`src/rtl/fifo_rd_stream_if.sv`:
```
// Read-side handshake bundle: async FIFO read port on one side, framed valid/ready stream on the other.
interface fifo_rd_stream_if #(
  parameter int DW    = 32,
  parameter int CNT_W = 32
);
  logic             fifoEmpty;
  logic [DW-1:0]    fifoRdData;
  logic             fifoRdEn;
  logic             outValid;
  logic             outReady;
  logic [DW-1:0]    outData;
  logic             outLast;
  logic [CNT_W-1:0] wordCount;

  modport master (
    input  fifoEmpty, fifoRdData, outReady,
    output fifoRdEn, outValid, outData, outLast, wordCount
  );

  modport slave (
    output fifoEmpty, fifoRdData, outReady,
    input  fifoRdEn, outValid, outData, outLast, wordCount
  );
endinterface

```
`src/rtl/fifo_rd_stream.sv`:
```
// Drains the FIFO read port into a 2-entry queue and presents it as a framed valid/ready stream.
module fifo_rd_stream #(
  parameter int DW      = 32,
  parameter int PKT_LEN = 8,
  parameter int CNT_W   = 32
) (
  input  logic clk,
  input  logic rst,
  fifo_rd_stream_if.master bus
);
  localparam int IDX_W = (PKT_LEN > 1) ? $clog2(PKT_LEN) : 1;
  localparam logic [IDX_W-1:0] IDX_LAST = IDX_W'(PKT_LEN - 1);

  logic [DW-1:0]    head;
  logic [DW-1:0]    tail;
  logic [1:0]       occ;
  logic             in_flight;
  logic [IDX_W-1:0] pkt_idx;
  logic [CNT_W-1:0] word_cnt;
  logic             pop;
  logic             rd_en;
  logic [2:0]       pending;

  assign pop     = (occ != 2'd0) && bus.outReady;
  // Credit check counts the word already in flight so the queue can never be overrun.
  assign pending = {1'b0, occ} + {2'b00, in_flight} - {2'b00, pop};
  assign rd_en   = !bus.fifoEmpty && !rst && (pending < 3'd2);

  always_ff @(posedge clk) begin
    if (rst) begin
      head      <= '0;
      tail      <= '0;
      occ       <= 2'd0;
      in_flight <= 1'b0;
      pkt_idx   <= '0;
      word_cnt  <= '0;
    end else begin
      in_flight <= rd_en;
      unique case ({pop, in_flight})
        2'b10: begin
          head <= tail;
          occ  <= occ - 2'd1;
        end
        2'b01: begin
          if (occ == 2'd0) head <= bus.fifoRdData;
          else             tail <= bus.fifoRdData;
          occ <= occ + 2'd1;
        end
        2'b11: begin
          if (occ == 2'd1) begin
            head <= bus.fifoRdData;
          end else begin
            head <= tail;
            tail <= bus.fifoRdData;
          end
        end
        default: ;
      endcase
      if (pop) begin
        pkt_idx  <= (pkt_idx == IDX_LAST) ? '0 : pkt_idx + IDX_W'(1);
        word_cnt <= word_cnt + CNT_W'(1);
      end
    end
  end

  assign bus.fifoRdEn  = rd_en;
  assign bus.outValid  = (occ != 2'd0);
  assign bus.outData   = head;
  assign bus.outLast   = (occ != 2'd0) && (pkt_idx == IDX_LAST);
  assign bus.wordCount = word_cnt;
endmodule

```
`src/flat_wrapper.sv`:
```
// flat-port wrapper written by rule: the top's interface ports become plain ports
module fifo_rd_stream_flat 
#(
  parameter int DW      = 32,
  parameter int PKT_LEN = 8,
  parameter int CNT_W   = 32
)
  (clk, rst, bus_fifoEmpty, bus_fifoRdData, bus_outReady, bus_fifoRdEn, bus_outValid, bus_outData, bus_outLast, bus_wordCount);
  fifo_rd_stream_if #(.DW(DW), .CNT_W(CNT_W)) bus_i ();
  input  logic clk;
  input  logic rst;
  input wire logic [$bits(bus_i.fifoEmpty)-1:0] bus_fifoEmpty;
  input wire logic [$bits(bus_i.fifoRdData)-1:0] bus_fifoRdData;
  input wire logic [$bits(bus_i.outReady)-1:0] bus_outReady;
  output wire logic [$bits(bus_i.fifoRdEn)-1:0] bus_fifoRdEn;
  output wire logic [$bits(bus_i.outValid)-1:0] bus_outValid;
  output wire logic [$bits(bus_i.outData)-1:0] bus_outData;
  output wire logic [$bits(bus_i.outLast)-1:0] bus_outLast;
  output wire logic [$bits(bus_i.wordCount)-1:0] bus_wordCount;
  assign bus_i.fifoEmpty = bus_fifoEmpty;
  assign bus_i.fifoRdData = bus_fifoRdData;
  assign bus_i.outReady = bus_outReady;
  assign bus_fifoRdEn = bus_i.fifoRdEn;
  assign bus_outValid = bus_i.outValid;
  assign bus_outData = bus_i.outData;
  assign bus_outLast = bus_i.outLast;
  assign bus_wordCount = bus_i.wordCount;
  fifo_rd_stream #(.DW(DW), .PKT_LEN(PKT_LEN), .CNT_W(CNT_W)) u_core (.clk(clk), .rst(rst), .bus(bus_i));
endmodule
```
`config.mk`:
```
export PLATFORM = sky130hd
export DESIGN_NAME = fifo_rd_stream_flat
export DESIGN_NICKNAME = d
export VERILOG_FILES = /design/src/rtl/fifo_rd_stream_if.sv /design/src/rtl/fifo_rd_stream.sv /design/src/flat_wrapper.sv
export SDC_FILE = /design/constraint.sdc
export NUM_CORES = 1
export LEC_CHECK = 0
export CAP_MARGIN = 30
export CORE_ASPECT_RATIO = 1.5
export CORE_MARGIN = 2
export CORE_UTILIZATION = 30
export DETAILED_ROUTE_END_ITERATION = 10
export SKIP_CTS_REPAIR_TIMING = 1
export SYNTH_ARGS = -nofsm -noshare
export SYNTH_HDL_FRONTEND = slang
export SYNTH_SLANG_ARGS = --single-unit
```
`constraint.sdc`:
```
create_clock -name clk -period 3.2 [get_ports clk]
set_input_delay 0.64 -clock clk [delete_from_list [all_inputs] [get_ports clk]]
set_output_delay 0.64 -clock clk [all_outputs]
set_load 0.02 [all_outputs]
```
==> impl_metrics.toml <==
[global_routing]
grt_remaining_overflow = 0
grt_start_max_net_pins = 69
antenna_found_initial = 0
grtUsageTotal = 0.1560
first_global_vias = 3973
grt_pass1_wl_um = 19580

[timing]
timing.hold.ws_ps = 458.0
period_needed_ps = 3016
setup_tns_ps = 0
slew_violations = 0
finalSetupViolations = 0
period_share = 0.9426
grt_setup_unrepaired = "false"
layout_setup_ws_ps = 183.6
worst_pin_slew_ps = 756.2
slew_headroom = 0.4959
hold_violations = 0
fmax_ghz = 0.3315
skew_ps = 6.623

[clock_tree]
cts_tree = "done"
cts_root_buf = "clkbuf_16"
cts_buffers = 9
cts_max_path_buffers = 2
cts_max_level = 3
clkSinkCount = 102
clock_latency_ps = 340
clkTransAtPathRegs_ps = 70

[synth]
synth-seq-cells = 102
synth_edf_count = 0
synth_area_leaders = "dfxtp_1 47%, nand2_1 7.2%, a221oi_1 6.4%, a21oi_1 6.1%, nor2_1 4.7%"
ys_async_sr_fraction = 0
yosys-top-cells-count = "102 x dfxtp_1, 84 x nand2_1, 55 x nor2_1, 53 x a21oi_1, 33 x nor3_1"
yosysMostFrequentCell = "dfxtp_1"
yosysTopAreaCell = "dfxtp_1"
syn_nets = 559
ys_seq_area_frac = 0.4666
synth_cells = 516
avgSynthCellArea_sq_um = 8.482
netlist_area_sq_mm = 0.004377
yosys_warnings = 0
synth_flop_cell = "dfxtp_1"
yosysTopAreaCellShare = 0.4666
ys_types = 42

[drt]
routed-via-count = 4083
drtPass1Iterations = 4
wl_met2_um = 6237
final_antenna_net_count = 0
met1_length_um = 4841
wirelength_um = 11820
drt-vias-per-instance = 5.047
drt_iter0_markers = 128
wl_per_cell_um = 14.61
drc = 0
top_layer = "met4"
wl_met3_um = 548

[setup_path]
worstReg2RegEnd = "u_core.bus.outData[22]"
required_ps = 2560
critical-path-slowest-cell = "fa_2"
arrival_ps = 2380
path_buf_inv = 3
crit_chain = "inv_1 > ha_1 > nor2b_4 > inv_2 > nor2_4 > o21ai_2 > fa_2 > xor2_2 > nor4b_4 > buf_4"
cp_max_fo = 2
critPathTopFamily = "adder cells"
critical_path.reg2reg.startpoint = "u_core.occ[0]"
slowest_delay_ps = 370
ff2ff_path_depth = 9
cp.depth = 10
worstSetupEndpointType = "primary output"
critPathKind = "reg2out"
regToRegSetupSlack_ps = 810
start_kind = "register"

[floorplanning]
std_cell_rows = 54
pin_count = 103
die_width_um = 102.6
die_h_um = 151.9
die_area_sq_mm = 0.01559
initial_core_util = 0.3041
core_sq_mm = 0.01439

[worst_hold_path]
hold_path_startpoint = "u_core.tail[12]"
hold_depth = 2
hold_path_class = "reg2reg"
whs_endpoint = "u_core.tail[12]"

[outcome]
status = "finished clean"

[placed_design]
place_congestion = 0.7895
dp_hpwl_um = 8175
place_ws_ps = -514.2
port_buffers = 102
place_inst = 792

[flow_run]
maxCapViolCount = 0

[cells_and_area]
finalNonFillerCells = 809
drive_above_1_share = 0.09788
syn_to_final_growth_pct = 36.74
fin_nets = 651
diodes = 0

[power]
p_leak_nw = 2.081
peakVddDrop_mv = 0.3702
p_per_area_mw_per_mm2 = 802.5
[worst min-delay path: stages, from the launching register on]
cell and delay, ps:
dfxtp_1 310, nand2_1 50, a21oi_1 50
[where the power goes]
part / switching [W] / total, W / internal (W) / leakage, nW
Clock: 0.000490 / 0.00105 / 0.000555 / 0.143
Sequential: 0.000142 / 0.00168 / 0.00153 / 0.828
Combinational: 0.00117 / 0.00208 / 0.000912 / 1.11
[worst max path at each step]
stage	start	to
6_report	u_core.occ[0]	bus_fifoRdEn
5_1_grt	u_core.occ[0]	bus_fifoRdEn
4_1_cts	bus_outReady	bus_fifoRdEn
3_5_place_dp	bus_outReady	bus_fifoRdEn
3_3_place_gp	bus_outReady	bus_fifoRdEn
2_1_floorplan	u_core.occ[1]	bus_fifoRdEn
[final cells by class]
type	instances	area, sq um
fill	1467	8407
multi-input combinational	366	2202
clock inverter	6	45.04
inverter	7	26.28
sequential	102	2042
timing repair buffer	122	1185
clock buffer	10	239.0
tap	196	245.2
[cell usage in the layout, fill, tap and decap left out, types with 7 or more instances in the layout]
master,n
nand2_1,84
xor2_1,12
clkdlybuf4s50_1,99
nor3_1,33
nand3_1,7
nand4_1,10
nor2_1,53
a21oi_1,52
a221oi_1,32
or4_1,10
nor2b_1,7
dfxtp_1,102
o31ai_1,9
clkbuf_16,9
buf_4,20
[sequential cells by signal (all words and copies together) (netlist names)]
signal / count
u_core.tail: 32
u_core.bus.outData: 32
u_core.pkt_idx: 3
u_core.bus.wordCount: 32
u_core.in_flight: 1
u_core.occ: 2
[logic make-up (layout without fill, tap and decap cells)]
kind of cell,count (synthesis),after routing,share of synthesized area
and+or+nand+nor,235,235,0.2624
AOI/OAI and AO/OA,103,103,0.1532
DFF,102,102,0.4666
buffers and inverters,48,145,0.05031
xor gates and xnor gates,14,14,0.02802
adders and majority gates,7,7,0.02173
muxes,7,7,0.01772
[per-stage QoR]
step                        util  total power (W)  instance area [sq um]
after detailed placement  0.3931         0.003760                   5658
after global placement    0.3931         0.003725                   5658
after floorplan                -         0.002881                   4392
after CTS                 0.4129         0.004831                   5942
after global routing      0.4158         0.005148                   5984
final                     0.4158         0.004802                   5984
[routing by layer]
metal	GRT usage	vias to the layer above
met3	0.02484	14
met2	0.2733	111
met1	0.1854	1934
met5	0	-
met4	0.06222	0
li1	-	2024
Note: power is estimated with default switching activity, not from simulation.
